==> src/rtl/branch_resolve_queue_pkg.sv <==
// Shared constants for the branch-resolve path, common to fetch, execute and the
// resolve queue.
package bp_pkg;

    localparam int BP_DEPTH_DEF = 4;
    localparam int BP_CNT_W_DEF = 16;

    // Width of an occupancy count that must represent 0..depth inclusive.
    function automatic int bp_count_w(input int depth);
        return $clog2(depth) + 1;
    endfunction

endpackage

==> src/rtl/branch_resolve_queue_if.sv <==
// Fetch/execute/statistics bundle of the branch resolve queue. The master side
// drives fetch pushes and execute resolves, and the slave side is the queue.
interface branch_resolve_queue_if
    import bp_pkg::*;
#(
    parameter int DEPTH = BP_DEPTH_DEF,
    parameter int CNT_W = BP_CNT_W_DEF
);
    localparam int CW = bp_count_w(DEPTH);

    logic             push;
    logic             pred_in;
    logic             full;
    logic             empty;
    logic             resolve_valid;
    logic             resolve_taken;
    logic             result;
    logic             taken;
    logic             mispredict;
    logic [CW-1:0]    count;
    logic [CNT_W-1:0] resolved_cnt;
    logic [CNT_W-1:0] mispred_cnt;
    logic             overflow;
    logic             underflow;

    modport master (
        output push, pred_in, resolve_valid, resolve_taken,
        input  full, empty, result, taken, mispredict, count,
               resolved_cnt, mispred_cnt, overflow, underflow
    );

    modport slave (
        input  push, pred_in, resolve_valid, resolve_taken,
        output full, empty, result, taken, mispredict, count,
               resolved_cnt, mispred_cnt, overflow, underflow
    );

endinterface

==> src/rtl/branch_resolve_queue_pred_fifo.sv <==
// One-bit ring buffer of predicted directions. It supports push, pop and a
// flush that empties the buffer in the same cycle as the pop that caused it.
module pred_fifo
    import bp_pkg::*;
#(
    parameter  int DEPTH = BP_DEPTH_DEF,
    localparam int CW    = bp_count_w(DEPTH),
    localparam int PW    = $clog2(DEPTH)
) (
    input  logic          clk,
    input  logic          rst,
    input  logic          push,
    input  logic          pop,
    input  logic          flush,
    input  logic          din,
    output logic          head,
    output logic [CW-1:0] count,
    output logic          full,
    output logic          empty
);

    logic [DEPTH-1:0] mem;
    logic [PW-1:0]    rd_ptr;
    logic [PW-1:0]    wr_ptr;
    logic [PW-1:0]    rd_next;
    logic             wr_en;

    assign full    = (count == CW'(DEPTH));
    assign empty   = (count == '0);
    assign head    = mem[rd_ptr];
    assign rd_next = rd_ptr + PW'(pop);
    // A flushing cycle discards its own push because that fetch is on the wrong path.
    assign wr_en   = push && (!full || pop) && !flush;

    always_ff @(posedge clk) begin
        if (rst) begin
            rd_ptr <= '0;
            wr_ptr <= '0;
            count  <= '0;
        end else if (flush) begin
            rd_ptr <= rd_next;
            wr_ptr <= rd_next;
            count  <= '0;
        end else begin
            rd_ptr <= rd_next;
            if (wr_en) begin
                wr_ptr <= wr_ptr + PW'(1);
            end
            count <= count + CW'(wr_en) - CW'(pop);
        end
    end

    // NOTE: storage has no reset; an entry is only read after it is written, and the pointers reset.
    always_ff @(posedge clk) begin
        if (wr_en) begin
            mem[wr_ptr] <= din;
        end
    end

endmodule

==> src/rtl/branch_resolve_queue.sv <==
// In-order branch prediction tracker. It compares each stored prediction with
// the execute outcome, trains the predictor, flushes on a mispredict and counts
// events.
module branch_resolve_queue
    import bp_pkg::*;
#(
    parameter int DEPTH = BP_DEPTH_DEF,
    parameter int CNT_W = BP_CNT_W_DEF
) (
    input logic                   clk,
    input logic                   rst,
    branch_resolve_queue_if.slave bus
);

    localparam int CW = bp_count_w(DEPTH);

    logic          head;
    logic          pop;
    logic          mismatch;
    logic          full;
    logic          empty;
    logic [CW-1:0] count;

    assign pop      = bus.resolve_valid && !empty;
    assign mismatch = pop && (head != bus.resolve_taken);

    pred_fifo #(.DEPTH(DEPTH)) u_fifo (
        .clk   (clk),
        .rst   (rst),
        .push  (bus.push),
        .pop   (pop),
        .flush (mismatch),
        .din   (bus.pred_in),
        .head  (head),
        .count (count),
        .full  (full),
        .empty (empty)
    );

    assign bus.full  = full;
    assign bus.empty = empty;
    assign bus.count = count;

    always_ff @(posedge clk) begin
        if (rst) begin
            bus.result       <= 1'b0;
            bus.taken        <= 1'b0;
            bus.mispredict   <= 1'b0;
            bus.resolved_cnt <= '0;
            bus.mispred_cnt  <= '0;
            bus.overflow     <= 1'b0;
            bus.underflow    <= 1'b0;
        end else begin
            bus.result     <= pop;
            bus.mispredict <= mismatch;
            if (pop) begin
                bus.taken <= bus.resolve_taken;
            end
            // Statistics saturate at their maximum value instead of wrapping to zero.
            if (pop && (bus.resolved_cnt != '1)) begin
                bus.resolved_cnt <= bus.resolved_cnt + CNT_W'(1);
            end
            if (mismatch && (bus.mispred_cnt != '1)) begin
                bus.mispred_cnt <= bus.mispred_cnt + CNT_W'(1);
            end
            if (bus.push && full && !pop) begin
                bus.overflow <= 1'b1;
            end
            if (bus.resolve_valid && empty) begin
                bus.underflow <= 1'b1;
            end
        end
    end

endmodule

==> src/flat_wrapper.sv <==
// flat-port wrapper written by rule: the top's interface ports become plain ports
module branch_resolve_queue_flat import bp_pkg::*;
#(
    parameter int DEPTH = BP_DEPTH_DEF,
    parameter int CNT_W = BP_CNT_W_DEF
)
  (clk, rst, bus_push, bus_pred_in, bus_resolve_valid, bus_resolve_taken, bus_full, bus_empty, bus_result, bus_taken, bus_mispredict, bus_count, bus_resolved_cnt, bus_mispred_cnt, bus_overflow, bus_underflow);
  branch_resolve_queue_if #(.DEPTH(DEPTH), .CNT_W(CNT_W)) bus_i ();
  input logic clk;
  input logic rst;
  input wire logic [$bits(bus_i.push)-1:0] bus_push;
  input wire logic [$bits(bus_i.pred_in)-1:0] bus_pred_in;
  input wire logic [$bits(bus_i.resolve_valid)-1:0] bus_resolve_valid;
  input wire logic [$bits(bus_i.resolve_taken)-1:0] bus_resolve_taken;
  output wire logic [$bits(bus_i.full)-1:0] bus_full;
  output wire logic [$bits(bus_i.empty)-1:0] bus_empty;
  output wire logic [$bits(bus_i.result)-1:0] bus_result;
  output wire logic [$bits(bus_i.taken)-1:0] bus_taken;
  output wire logic [$bits(bus_i.mispredict)-1:0] bus_mispredict;
  output wire logic [$bits(bus_i.count)-1:0] bus_count;
  output wire logic [$bits(bus_i.resolved_cnt)-1:0] bus_resolved_cnt;
  output wire logic [$bits(bus_i.mispred_cnt)-1:0] bus_mispred_cnt;
  output wire logic [$bits(bus_i.overflow)-1:0] bus_overflow;
  output wire logic [$bits(bus_i.underflow)-1:0] bus_underflow;
  assign bus_i.push = bus_push;
  assign bus_i.pred_in = bus_pred_in;
  assign bus_i.resolve_valid = bus_resolve_valid;
  assign bus_i.resolve_taken = bus_resolve_taken;
  assign bus_full = bus_i.full;
  assign bus_empty = bus_i.empty;
  assign bus_result = bus_i.result;
  assign bus_taken = bus_i.taken;
  assign bus_mispredict = bus_i.mispredict;
  assign bus_count = bus_i.count;
  assign bus_resolved_cnt = bus_i.resolved_cnt;
  assign bus_mispred_cnt = bus_i.mispred_cnt;
  assign bus_overflow = bus_i.overflow;
  assign bus_underflow = bus_i.underflow;
  branch_resolve_queue #(.DEPTH(DEPTH), .CNT_W(CNT_W)) u_core (.clk(clk), .rst(rst), .bus(bus_i));
endmodule
==> config.mk <==
export PLATFORM = sky130hd
export DESIGN_NAME = branch_resolve_queue_flat
export DESIGN_NICKNAME = d
export VERILOG_FILES = /design/src/rtl/branch_resolve_queue_pkg.sv /design/src/rtl/branch_resolve_queue_if.sv /design/src/rtl/branch_resolve_queue_pred_fifo.sv /design/src/rtl/branch_resolve_queue.sv /design/src/flat_wrapper.sv
export SDC_FILE = /design/constraint.sdc
export NUM_CORES = 1
export LEC_CHECK = 0
export CAP_MARGIN = 25
export CORE_MARGIN = 5
export CORE_UTILIZATION = 40
export DETAILED_ROUTE_END_ITERATION = 12
export GPL_ROUTABILITY_DRIVEN = 0
export GPL_TIMING_DRIVEN = 0
export PLACE_DENSITY = 0.71
export SYNTH_ARGS = -nofsm -noshare
export SYNTH_HDL_FRONTEND = slang
export SYNTH_SLANG_ARGS = --single-unit
==> constraint.sdc <==
create_clock -name clk -period 7 [get_ports clk]
set_clock_uncertainty 0.1 [all_clocks]
set_input_delay 1.05 -clock clk [delete_from_list [all_inputs] [get_ports clk]]
set_output_delay 1.05 -clock clk [all_outputs]
set_load 0.02 [all_outputs]
==> results of run 1 <==
==> critical path, cell delays in order <==
cell	delay (ps)
clkdlybuf4s50_1	470
nand2b_1	100
clkbuf_1	360
nor2_1	280
nor2b_1	300
o21ai_0	120
ha_1	220
fa_1	380
xnor2_1	180
xnor2_1	130
nor3_1	50
==> routing by layer <==
metal | track usage | share of wire | vias to the layer above
li1 | - | - | 1016
met1 | 0.197 | 0.45 | 947
met2 | 0.242 | 0.48 | 52
met3 | 0.0432 | 0.060 | 6
met4 | 0.0432 | 0.010 | 0
met5 | 0 | 0 | -
==> registers in the layout, indices dropped and copies added (netlist names) <==
| name | flops |
|---|---|
| u_core.bus.mispred_cnt | 16 |
| u_core.bus.resolved_cnt | 16 |
| u_core.u_fifo.mem | 4 |
| u_core.u_fifo.count | 3 |
| u_core.u_fifo.rd_ptr | 2 |
| u_core.u_fifo.wr_ptr | 2 |
| u_core.bus.mispredict | 1 |
| u_core.bus.overflow | 1 |
| u_core.bus.result | 1 |
| u_core.bus.taken | 1 |
| u_core.bus.underflow | 1 |
==> cell type report <==
class,instances,share of cell area
Tap cell,72,0.0302
Multi-Input combinational cell,188,0.410
Clock inverter,1,0.0101
Inverter,7,0.00879
Sequential cell,48,0.335
Buffer,12,0.0159
Timing Repair Buffer,47,0.157
Clock buffer,7,0.0322
==> placed cells by master (no fill, tap or decap), types with 3 or more instances in the layout <==
| master | instances |
|---|---|
| clkbuf_8 | 7 |
| nand2_1 | 14 |
| nor2_1 | 36 |
| a211oi_1 | 5 |
| mux2i_1 | 3 |
| ha_1 | 7 |
| clkbuf_1 | 9 |
| edfxtp_1 | 4 |
| and3_1 | 7 |
| xnor2_1 | 22 |
| nor3_1 | 7 |
| or4_1 | 5 |
| nor3b_1 | 3 |
| inv_1 | 7 |
| dfxtp_1 | 44 |
| o31ai_1 | 4 |
| nor2b_1 | 4 |
| clkdlybuf4s50_1 | 47 |
| and2_1 | 4 |
| nand4_1 | 10 |
| nand3_1 | 11 |
| nor4_1 | 10 |
| a21oi_1 | 14 |
==> worst max-delay path by stage <==
stage | start | end | slack [ps] | cells after the start
5_1_grt | bus_resolve_valid | u_core.u_fifo.count[2] | 3110 | 11
4_1_cts | bus_resolve_valid | u_core.u_fifo.count[2] | 3410 | 11
3_5_place_dp | bus_resolve_valid | u_core.u_fifo.count[2] | 3100 | 11
3_3_place_gp | bus_resolve_valid | u_core.u_fifo.count[2] | 3120 | 11
6_report | bus_resolve_valid | u_core.u_fifo.count[2] | 3420 | 11
2_1_floorplan | u_core.u_fifo.count[2] | u_core.u_fifo.count[2] | 3930 | 11
==> power by group through the flow <==
stage | clock network, uW | registers [uW] | logic [uW]
after global routing | 235 | 352 | 303
after detailed placement | 0 | 351 | 272
after global placement | 0 | 350 | 266
final | 218 | 346 | 271
after floorplan | 0 | 366 | 158
after CTS | 222 | 346 | 274
==> cells by family after synthesis <==
group,Yosys count,share of synthesized area
AOI/OAI and AO/OA,29,0.0827
xor gates and xnor gates,24,0.0914
adders and majority gates,8,0.0468
buffers and inverters,19,0.0321
DFF,48,0.435
muxes,6,0.0343
and+or+nand+nor,121,0.278
==> stage by stage <==
stage	utilization	hold slack, ps	power (uW)
finish	0.539	372	834
global route	0.539	394	890
CTS	0.539	379	841
detailed placement	0.516	364	623
global placement	0.516	352	616
floorplan	-	394	524
==> synth_stat cells, types with 2 or more instances <==
cell type / instances
a211oi_1: 5
a21oi_1: 14
and2_1: 4
and3_1: 7
and4_1: 2
buf_2: 2
clkbuf_1: 9
dfxtp_1: 44
edfxtp_1: 4
ha_1: 7
inv_1: 7
mux2_2: 2
mux2i_1: 3
nand2_1: 14
nand2b_1: 2
nand3_1: 11
nand4_1: 10
nor2_1: 36
nor2b_1: 4
nor3_1: 7
nor3b_1: 3
nor4_1: 10
nor4b_1: 2
o21ai_0: 2
o31ai_1: 4
or3_1: 2
or4_1: 5
xnor2_1: 22
xor2_1: 2
==> impl_results.md, run 1 <==
- DRC viols: 0
- Final Max Slew Viols: 0
- Via Count: 2021
- Startpoint types: input pin
- Post-synthesis sequential area ratio: 0.435
- Routed wire length per instance: 13.6 um
- # setup viols final: 0
- # hold bufs at CTS: 0
- Fmax: 279 MHz
- Worst Hold Class: reg2reg
- CTS sink cnt: 48
- Part of the power in registers: 0.414
- Switching share of power: 0.333
- Die area: 7370 um2
- Final ANT Viol Nets: 0
- Starting Density: 0.415
- Async set-or-reset flop fraction in the synthesized netlist: 0
- H-Tree Depth: 2
- MaxCap Viol Count: 0
- Share of layout cells above drive strength 1: 0.0452
- Relative slew slack: 0.459
- Clk slew on worst S/H paths: 80 ps
- Final Critical Period: 3580 ps
- Post-Place Cell Area: 2860 um2
- Antenna violations before repair: 0
- RSZ-0062 raised after global routing: no
- Leak pwr: 0.00101 uW
- Fillcell total: 529
- Reg area: 1000 um2
- Worst hold path depth: 2
- Setup ws final: 3420 ps
- CP max FO: 10
- Die width: 85.8 um
- Yosys cell types: 38
- Hold Path End: u_core.bus.underflow
- Tightest Pin Transition: 804 ps
- Final WL: 5.19 mm
- R2R Setup Slk: 3880 ps
- Cell taking the most area after synthesis: dfxtp_1
- Largest net degree at the start of global routing: 15
- WS Path Type: in2reg
- Core area: 5540 um2
- NetSw: 278 uW
- Placed cells: 374
- CTS tree: done
- Syn Std Cell Area: 2300 um2
- PortBufs: 47
- Terminus of the critical flop-to-flop path: u_core.u_fifo.count[2]
- Cells after Synth: 255
- Pre-CTS WS: 3100 ps
- Ys flop type: dfxtp_1
- CP endpoint kind: flip-flop
- WP data arrival: 3650 ps
- Part of the cycle the worst path needs: 0.512
- NumNets Final: 323
- Clk network pwr share: 0.261
- Area of the multi-input gates: 1230 um2
- Cell-internal power: 557 uW
- Post-layout instance area: 2990 um2
- Vias/cell: 5.29
- Worst-Skew Late Latency: 300 ps
- Peak supply drop: 0.298 mV
- Critical Path RT: 7070 ps
- Global route overflow: 0
- Area Overhead vs Synth: 29.9%
- Inserted Clock Buffers: 5
- Combinational power share: 0.324
- Iteration-0 DRC Markers: 107
- DP HPWL: 3.83 mm
- Syn_area_per_cell: 9.02 um2
- Number of global-route vias before repair: 1955
- Setup bufs post-CTS: 0
- Finished Layout Cells: 382
- Cell row count: 27
- Final hold violations: 0
- Post-CTS resize count: 0
- Share of the synthesized area in the top cell type: 0.383
- Sum Neg Setup Slack: 0 ps
- Status: finished, final reports clean
- First-pass GRT wire length: 9.07 mm
- Ant. Diodes: 0
- GRT Util Overall: 0.151
- Syn_nets: 269
- Root buffer cell: clkbuf_8
- CTS max path bufs: 2
- FF-to-FF path depth: 9
- Yosys Warn Count: 0
- Worst r2r src: u_core.u_fifo.rd_ptr[0]
- Die Ht: 85.8 um
- Post-synth EDFFs: 4
- Hold path start: u_core.bus.underflow
- Synth top area cells: dfxtp_1 (38%), xnor2_1 (8.4%), nor2_1 (5.9%)
- # IOs: 48
- FF+latch count, synth: 48
- Pwr dens: 279 nW/um2
- TritonRoute pass-1 iters: 4
No activity file was read; power rests on OpenSTA's default activity.
==> inputs of run 2 (changes only) <==
--- a/config.mk
+++ b/config.mk
@@ -11,7 +11,7 @@
 export DETAILED_ROUTE_END_ITERATION = 12
 export GPL_ROUTABILITY_DRIVEN = 0
 export GPL_TIMING_DRIVEN = 0
-export PLACE_DENSITY = 0.71
+export PLACE_DENSITY = 0.74
 export SYNTH_ARGS = -nofsm -noshare
 export SYNTH_HDL_FRONTEND = slang
 export SYNTH_SLANG_ARGS = --single-unit
==> constraint.sdc (replaced) <==
create_clock -name clk -period 3.25 [get_ports clk]
set_clock_uncertainty 0.1 [all_clocks]
set_input_delay 0.4875 -clock clk [delete_from_list [all_inputs] [get_ports clk]]
set_output_delay 0.4875 -clock clk [all_outputs]
set_load 0.02 [all_outputs]
==> run 2 against run 1 <==
Net effect: final cell count shrank 0.26%; largest power group unchanged; design area shrank 0.42%; wire length grew 1.3%; register-to-register slack lost 3600 ps; flip-flop and latch count is the same; clock power grew 96%; worst setup slack lost 3100 ps.
==> impl_results.md, run 2 (synthesis results as in run 1) <==
- Part of the power in registers: 0.421 (+0.007)
- FF-to-FF path depth: 10 (+1)
- Part of the cycle the worst path needs: 0.906
- # setup viols final: 0 (unchanged)
- Via Count: 1999 (-1.1%)
- Peak supply drop: 0.666 mV (+120%)
- Core area: 5540 um2 (unchanged)
- Crit-path leading delay family: adder cells
- CP endpoint kind: flip-flop
- Hold Path End: u_core.bus.taken
- NetSw: 600 uW (+120%)
- Biggest regs: u_core.bus.mispred_cnt: 16 flops, u_core.bus.resolved_cnt: 16 flops, u_core.u_fifo.mem: 4 flops
- CP max FO: 10 (unchanged)
- Crit path largest cell delay: 590 ps (+120 ps)
- Sum Neg Setup Slack: 0 ps (unchanged)
- Hold path start: u_core.bus.taken
- Root buffer cell: clkbuf_8
- Status: finished, final reports clean
- Vias/cell: 5.25 (-0.83%)
- Clk slew on worst S/H paths: 90 ps (about the same)
- Final WL: 5.25 mm (+1.3%)
- Share of layout cells above drive strength 1: 0.0550 (+0.00985)
- Critical path's most frequent cell: xnor2_1
- Final hold violations: 0 (unchanged)
- # IOs: 48 (unchanged)
- First-pass GRT wire length: 8.78 mm (-3.2%)
- Post-Place Cell Area: 2860 um2 (unchanged)
- Cell-internal power: 1160 uW (+110%)
- GRT busiest layer: met2
- WS Path Type: reg2reg
- TritonRoute pass-1 iters: 4 (unchanged)
- Worst Hold Class: reg2reg
- DP HPWL: 3.79 mm (-1.3%)
- Area Overhead vs Synth: 29.3%
- Worst r2r src: u_core.u_fifo.rd_ptr[0]
- Relative slew slack: 0.487 (+0.0274)
- Commonest non-fill, non-tap cell in the layout: clkdlybuf4s50_1
- PortBufs: 47 (unchanged)
- Critical Path RT: 3320 ps (-3750 ps)
- H-Tree Depth: 2 (unchanged)
- WP data arrival: 3010 ps (-640 ps)
- Fmax: 340 MHz
- Worst hold path depth: 2 (unchanged)
- Combinational power share: 0.335 (+0.011)
- Startpoint types: flip-flop
- Leak pwr: 0.00100 uW (-0.59%)
- Met1 GRT Util: 0.188 (-0.00940)
- Worst Hold Slack: 381 ps (+8.81 ps)
- MaxCap Viol Count: 0 (unchanged)
- Number of global-route vias before repair: 1896 (-3.0%)
- Crit-path cells: mux4_1 -> xnor2_1 -> nor2_2 -> nor2b_2 -> o21ai_0 -> ha_1 -> fa_1 -> xnor2_1 -> xnor2_1 -> nor3_1
- Inserted Clock Buffers: 5 (unchanged)
- DRC viols: 0 (unchanged)
- Final ANT Viol Nets: 0 (unchanged)
- # hold bufs at CTS: 0 (unchanged)
- Crit path buf inv count: 0 (-2)
- Pwr Total: 1760 uW (+110%)
- Tightest Pin Transition: 764 ps (-40.7 ps)
- Routed wire length per instance: 13.8 um (+1.5%)
- R2R Setup Slk: 310 ps (-3570 ps)
- CP max stage cell: mux4_1
- RSZ-0062 raised after global routing: no
- Levels on crit path: 10 (-1)
- Largest net degree at the start of global routing: 16 (+1)
- Die Ht: 85.8 um (unchanged)
- Final core occ: 0.537 (-0.00226)
- NumNets Final: 322 (-0.31%)
- Ant. Diodes: 0 (unchanged)
- GRT Util Overall: 0.145 (-0.00544)
- Switching share of power: 0.341 (+0.00844)
- Starting Density: 0.415 (unchanged)
- Final Max Slew Viols: 0 (unchanged)
- CTS sink cnt: 48 (unchanged)
- GR Util met3: 0.0355 (-0.00768)
- Die area: 7370 um2 (unchanged)
- Final Critical Period: 2940 ps
- Global route overflow: 0 (unchanged)
- Clk network pwr share: 0.243 (-0.018)
- Most frequent cells in the layout: clkdlybuf4s50_1 (47), dfxtp_1 (44), nor2_1 (35)
- Met2 usage: 0.236 (-0.00636)
- CTS tree: done
- Cell row count: 27 (unchanged)
- CTS max path bufs: 2 (unchanged)
- Iteration-0 DRC Markers: 85 (-21%)
- Pwr dens: 591 nW/um2 (+110%)
- Die width: 85.8 um (unchanged)
- Post-layout instance area: 2980 um2 (-0.42%)
- Antenna violations before repair: 0 (unchanged)
- Worst-Skew Late Latency: 310 ps (about the same)
- Terminus of the critical flop-to-flop path: u_core.u_fifo.count[2]
==> run 2: cell type report <==
type	instances	area [um2]
Buffer	11	43.8
Clock buffer	5	68.8
Clock inverter	3	41.3
Fill cell	517	2560
Inverter	7	26.3
Multi-Input combinational cell	188	1230
Sequential cell	48	1000
Tap cell	72	90.1
Timing Repair Buffer	47	470
==> run 2: timing repair <==
action,in CTS,in global routing
endpoints found under the setup margin,0,2
gates resized for setup,0,3
buffers inserted,0,0
==> run 2: worst max path at each step <==
stage / end / startpoint
6_report: u_core.u_fifo.count[2] / u_core.u_fifo.rd_ptr[0]
5_1_grt: u_core.u_fifo.count[2] / u_core.u_fifo.rd_ptr[0]
4_1_cts: u_core.u_fifo.count[2] / u_core.u_fifo.rd_ptr[0]
3_5_place_dp: u_core.u_fifo.count[2] / bus_resolve_valid
3_3_place_gp: u_core.u_fifo.count[2] / bus_resolve_valid
2_1_floorplan: u_core.u_fifo.count[2] / u_core.u_fifo.count[2]
==> run 2: power by group through the flow <==
stage               registers, uW  logic (uW)  clock network [uW]
floorplan                     789         340                   0
global placement              752         571                   0
detailed placement            753         586                   0
CTS                           742         595                 437
global route                  756         656                 461
finish                        741         590                 428
==> run 2: tightest hold or removal path: cells and delay by family (launching register included) <==
| kind | cells | cell delay, ps |
|---|---|---|
| AOI/OAI and AO/OA | 1 | 50 |
| DFF | 1 | 330 |
| and+or+nand+nor | 1 | 60 |
==> run 2: layer usage <==
metal,vias to the layer above,wire length [um]
li1,1019,-
met1,930,2490
met2,44,2450
met3,6,243
met4,0,59
met5,-,0
==> run 2: per-stage QoR <==
stage,instances,worst slack (ps)
global placement,374,-70.9
finish,381,306
global route,381,113
floorplan,255,175
CTS,382,97.0
detailed placement,374,-120
